File: src/rtl/load_store_unit.sv
// Load/store stage: sequences one single-data-transfer access to synchronous data memory
// and returns the loaded value and updated base as register-file write requests.
module load_store_unit (
  input  logic        clk,
  input  logic        nreset,
  input  logic        start,
  input  logic        cond_pass,
  input  logic        load_store,
  input  logic        byte_or_word,
  input  logic        pre_post,
  input  logic        write_back,
  input  logic [31:0] alu_result,
  input  logic [31:0] base_data,
  input  logic [31:0] store_data,
  input  logic [3:0]  rd,
  input  logic [3:0]  rn,
  output logic        mem_en,
  output logic        mem_we,
  output logic [3:0]  mem_be,
  output logic [31:0] mem_addr,
  output logic [31:0] mem_wdata,
  input  logic [31:0] mem_rdata,
  output logic        busy,
  output logic        done,
  output logic        wb_en,
  output logic [3:0]  wb_addr,
  output logic [31:0] wb_data,
  output logic        base_wb_en,
  output logic [3:0]  base_wb_addr,
  output logic [31:0] base_wb_data,
  output logic        wb_pc
);

  localparam int unsigned DataW = 32;
  localparam int unsigned RegW  = 4;
  localparam int unsigned LaneW = 4;

  typedef enum logic [1:0] {IDLE, ACCESS, WAIT, DONE} stateT;

  stateT state, stateNext;

  // Captured copy of the request; live inputs are only trusted on the start edge.
  logic             opLoad;
  logic             opByte;
  logic             opBaseWb;
  logic [DataW-1:0] opEa;
  logic [DataW-1:0] opAlu;
  logic [RegW-1:0]  opRd;
  logic [RegW-1:0]  opRn;

  logic [DataW-1:0] eaIn;
  logic             memEnNxt;
  logic             memWeNxt;
  logic [LaneW-1:0] memBeNxt;
  logic [DataW-1:0] memAddrNxt;
  logic [DataW-1:0] memWdataNxt;
  logic             wbEnNxt;
  logic             baseWbEnNxt;
  logic             executing;
  logic [4:0]       laneShift;
  logic [DataW-1:0] rotWord;
  logic [DataW-1:0] loadValue;

  always_ff @(posedge clk) begin
    if (nreset) state <= IDLE;
    else        state <= stateNext;
  end

  // Next state plus the values the registered outputs take on the coming edge.
  always_comb begin
    stateNext   = state;
    eaIn        = pre_post ? alu_result : base_data;
    memEnNxt    = 1'b0;
    memWeNxt    = 1'b0;
    memBeNxt    = '0;
    memAddrNxt  = '0;
    memWdataNxt = '0;
    executing   = 1'b0;
    wbEnNxt     = 1'b0;
    baseWbEnNxt = 1'b0;
    laneShift   = {opEa[1:0], 3'b000};
    rotWord     = DataW'({mem_rdata, mem_rdata} >> laneShift);
    loadValue   = opByte ? {24'b0, rotWord[7:0]} : rotWord;
    case (state)
      IDLE: begin
        if (start) begin
          stateNext = cond_pass ? ACCESS : DONE;
          if (cond_pass) begin
            memEnNxt   = 1'b1;
            memWeNxt   = ~load_store;
            memAddrNxt = {eaIn[31:2], 2'b00};
            memBeNxt   = byte_or_word ? LaneW'(4'b0001 << eaIn[1:0]) : 4'b1111;
            if (!load_store)
              memWdataNxt = byte_or_word ? {4{store_data[7:0]}} : store_data;
          end
        end
      end
      ACCESS: begin
        stateNext = opLoad ? WAIT : DONE;
        executing = ~opLoad;
      end
      WAIT: begin
        stateNext = DONE;
        executing = 1'b1;
        wbEnNxt   = 1'b1;
      end
      DONE:    stateNext = IDLE;
      default: stateNext = IDLE;
    endcase
    baseWbEnNxt = executing & opBaseWb;
  end

  always_ff @(posedge clk) begin
    if (nreset) begin
      opLoad   <= 1'b0;
      opByte   <= 1'b0;
      opBaseWb <= 1'b0;
      opEa     <= '0;
      opAlu    <= '0;
      opRd     <= '0;
      opRn     <= '0;
    end else if (state == IDLE && start) begin
      opLoad   <= load_store;
      opByte   <= byte_or_word;
      // A load into the base register suppresses the base update.
      opBaseWb <= (~pre_post | write_back) & ~(load_store & (rd == rn));
      opEa     <= eaIn;
      opAlu    <= alu_result;
      opRd     <= rd;
      opRn     <= rn;
    end
  end

  always_ff @(posedge clk) begin
    if (nreset) begin
      mem_en       <= 1'b0;
      mem_we       <= 1'b0;
      mem_be       <= '0;
      mem_addr     <= '0;
      mem_wdata    <= '0;
      busy         <= 1'b0;
      done         <= 1'b0;
      wb_en        <= 1'b0;
      wb_addr      <= '0;
      wb_data      <= '0;
      wb_pc        <= 1'b0;
      base_wb_en   <= 1'b0;
      base_wb_addr <= '0;
      base_wb_data <= '0;
    end else begin
      mem_en     <= memEnNxt;
      mem_we     <= memWeNxt;
      mem_be     <= memBeNxt;
      mem_addr   <= memAddrNxt;
      mem_wdata  <= memWdataNxt;
      busy       <= (stateNext != IDLE);
      done       <= (stateNext == DONE);
      wb_en      <= wbEnNxt;
      wb_pc      <= wbEnNxt & (opRd == 4'hF);
      base_wb_en <= baseWbEnNxt;
      if (wbEnNxt) begin
        wb_addr <= opRd;
        wb_data <= loadValue;
      end
      if (executing) begin
        base_wb_addr <= opRn;
        base_wb_data <= opAlu;
      end
    end
  end

endmodule

File: config.mk
export PLATFORM = sky130hd
export DESIGN_NAME = load_store_unit
export DESIGN_NICKNAME = d
export VERILOG_FILES = /design/src/rtl/load_store_unit.sv
export SDC_FILE = /design/constraint.sdc
export NUM_CORES = 1
export LEC_CHECK = 0
export BUFFER_PORTS_ARGS = -buffer_cell sky130_fd_sc_hd__clkbuf_2
export CAP_MARGIN = 0
export CORE_MARGIN = 3
export CORE_UTILIZATION = 52
export DETAILED_ROUTE_END_ITERATION = 8
export HOLD_SLACK_MARGIN = 0.05
export PLACE_DENSITY = 0.82
export SLEW_MARGIN = 10
export SYNTH_ARGS = -nofsm -noshare
export SYNTH_HDL_FRONTEND = slang
export SYNTH_SLANG_ARGS = --single-unit
File: constraint.sdc
create_clock -name clk -period 2.8 [get_ports clk]
set_clock_uncertainty 0.05 [all_clocks]
set_input_delay 0.42 -clock clk [delete_from_list [all_inputs] [get_ports clk]]
set_output_delay 0.42 -clock clk [all_outputs]
set_load 0.02 [all_outputs]
==> flow_summary.json <==
{
  "status": "finished clean",
  "holdBufCountCts": 0,
  "drv_cap": 0,
  "core-area_um2": 13510,
  "final.fill_count": 1080,
  "synth_edf_count": 0,
  "relSlewSlack": 0.4195,
  "endpoint_kind": "flop",
  "ys_seq_elements": 192,
  "post_cts_resized": 0,
  "pwr-share-comb": 0.276,
  "viasPerCell": 5.143,
  "antennaDiodeCount": 0,
  "grt_pass1_vias": 6242,
  "initial_core_util": 0.5408,
  "fin_nets": 1246,
  "dpl.hpwl_um": 13680,
  "cts_tree": "built",
  "wirelength_um": 19310,
  "internal_power_mw": 5.280,
  "path_max_fanout": 25,
  "ys_top_cells_by_count": "nand2_1, dfxtp_1, a21oi_1",
  "cts-root-buf": "clkbuf_16",
  "synth_top_area_cell": "dfxtp_1",
  "ant_nets": 0,
  "seq_area_frac_synth": 0.5263,
  "synth_top_area_frac": 0.5263,
  "synth.cell_area_um2": 7303,
  "num_rows": 42,
  "die_w_um": 124.5,
  "arrival_ns": 2.12,
  "crit_type": "reg2reg",
  "pin_count": 291,
  "layout-drive-gt1-share": 0.3348,
  "antenna_found_initial": 0,
  "ys_types": 35,
  "synthCells": 837,
  "grt-ovfl-total": 0,
  "netSwitchingPower_mw": 2.679,
  "hold_slack_ns": 0.1576,
  "vias": 6603,
  "synth_most_common_cell": "nand2_1",
  "max_freq_ghz": 0.5399,
  "grt_usage": 0.2412,
  "finalSetupViolCount": 0,
  "fin_crit_sh": 0.6615,
  "place.gp.congestion": 0.8550,
  "h-tree-depth": 4,
  "hp-class": "in2reg",
  "slew_viol_final": 0,
  "routedWlPerCell_um": 15.04,
  "grt_pass1_wl_um": 30530,
  "cts_buffers": 17,
  "p_leak_nw": 4.223,
  "cts_sinks": 192,
  "clk_pin_slew_ns": 0.07,
  "synth_warnings": 0,
  "clk_path_buf_depth": 2,
  "syn_area_per_cell_um2": 8.726,
  "pwr-share-seq": 0.418,
  "drc": 0,
  "clock_latency_ns": 0.42,
  "ir_worst_vdd_v": 0.0004801,
  "rsz0062_at_grt": "false",
  "timing_hold_violations_final": 0,
  "tightest_slew_ns": 0.8707,
  "setup_tns_ns": 0,
  "worst_setup_path_start_kind": "flop",
  "power_density_nw_per_um2": 847.0,
  "first_pass_iters": 5,
  "yosys_most_used_dff": "dfxtp_1",
  "switching_share": 0.3366,
  "fin_cells": 1284,
  "die_area_um2": 15500,
  "pwr-share-clk": 0.306,
  "synth_area_leaders": "dfxtp_1, nand2_1, mux2i_1",
  "grt_max_degree": 88,
  "syn2layout_area_growth_pct": 28.68,
  "postCtsSetupBuffers": 0,
  "first_iter_violations": 473,
  "async_flop_share": 0,
  "portBuffers": 288,
  "die_h_um": 124.5,
  "critical_path_required_ns": 3.07,
  "min_period_ns": 1.852,
  "utilization": 0.6959,
  "dp_cells": 1254
}
flip-flops by register name, indices dropped and copies added, names as in the netlist, 4 cells and up:
name / flops
opRn: 4
mem_addr: 30
mem_wdata: 32
opRd: 4
base_wb_addr: 4
wb_data: 32
base_wb_data: 32
opAlu: 32
mem_be: 4
wb_addr: 4
final cells by class:
type	count	area, um^2	share of cell area
Timing Repair Buffer	300	1534	0.1632
Tap cell	176	220.2	0.02343
Clock inverter	8	103.9	0.01105
Multi-Input combinational cell	581	3182	0.3386
Inverter	5	18.77	0.001997
Clock buffer	22	494.2	0.05259
Sequential cell	192	3845	0.4091
worst paths after layout:
kind / startpoint / end / slack (ns) / cells past startpoint
worst min-delay path: store_data[0] / mem_wdata[0]$_SDFF_PP0_ / 0.16 / 2
worst max-delay path: state[0]$_SDFF_PP0_ / mem_wdata[6]$_SDFF_PP0_ / 0.95 / 8
worst max register to register: state[0]$_SDFF_PP0_ / mem_wdata[6]$_SDFF_PP0_ / 0.95 / 8
worst min register to register: opAlu[18]$_SDFFE_PP0N_ / base_wb_data[18]$_SDFFE_PP0P_ / 0.40 / 2
worst max-delay path: stages (launching register included):
cell and delay (ns):
dfxtp_1 0.35, inv_1 0.10, ha_1 0.22, and2_4 0.17
nand3b_4 0.07, or2_1 0.10, buf_4 0.35, inv_2 0.15
and2_1 0.19
power by group through the flow:
stage	Clock (mW)	Combinational, mW	Sequential (mW)
floorplan	0	1.31	3.58
global placement	0	2.16	3.37
detailed placement	0	2.20	3.38
CTS	2.47	2.22	3.32
global route	2.58	2.42	3.37
finish	2.43	2.20	3.33
cells by family after synthesis:
group,Yosys count,synth area share
simple gates,322,0.1862
flops,192,0.5263
compound gates,180,0.1381
mux,68,0.09594
buf+inv,65,0.03957
fa+ha+maj,5,0.008566
xor+xnor,4,0.004796
other cells,1,0.0005135
placed cells by master (no fill, tap or decap), drive strengths merged, types with 9 or more instances in the layout:
| cell | instances |
|---|---|
| o21ai | 42 |
| nand2 | 210 |
| nand2b | 36 |
| mux2 | 16 |
| nor2 | 58 |
| mux2i | 52 |
| clkbuf | 309 |
| buf | 13 |
| a21oi | 123 |
| and2 | 9 |
| dfxtp | 192 |
per-layer routing:
layer / track usage / routed length (um) / vias to the layer above
met5: 0 / 0 / -
met4: 0.1057 / 633 / 0
met3: 0.06690 / 1183 / 47
met2: 0.4214 / 9863 / 235
met1: 0.2748 / 7627 / 3044
li1: - / - / 3277
per-stage QoR:
step | setup slack, ns | power, mW | cell area [um^2]
floorplan | 1.210 | 4.884 | 7307
global placement | 0.9966 | 5.525 | 8800
detailed placement | 0.9643 | 5.578 | 8800
CTS | 0.9565 | 8.005 | 9398
global route | 0.7903 | 8.371 | 9398
finish | 0.9478 | 7.960 | 9398
Note: power is estimated with default switching activity, not from simulation.
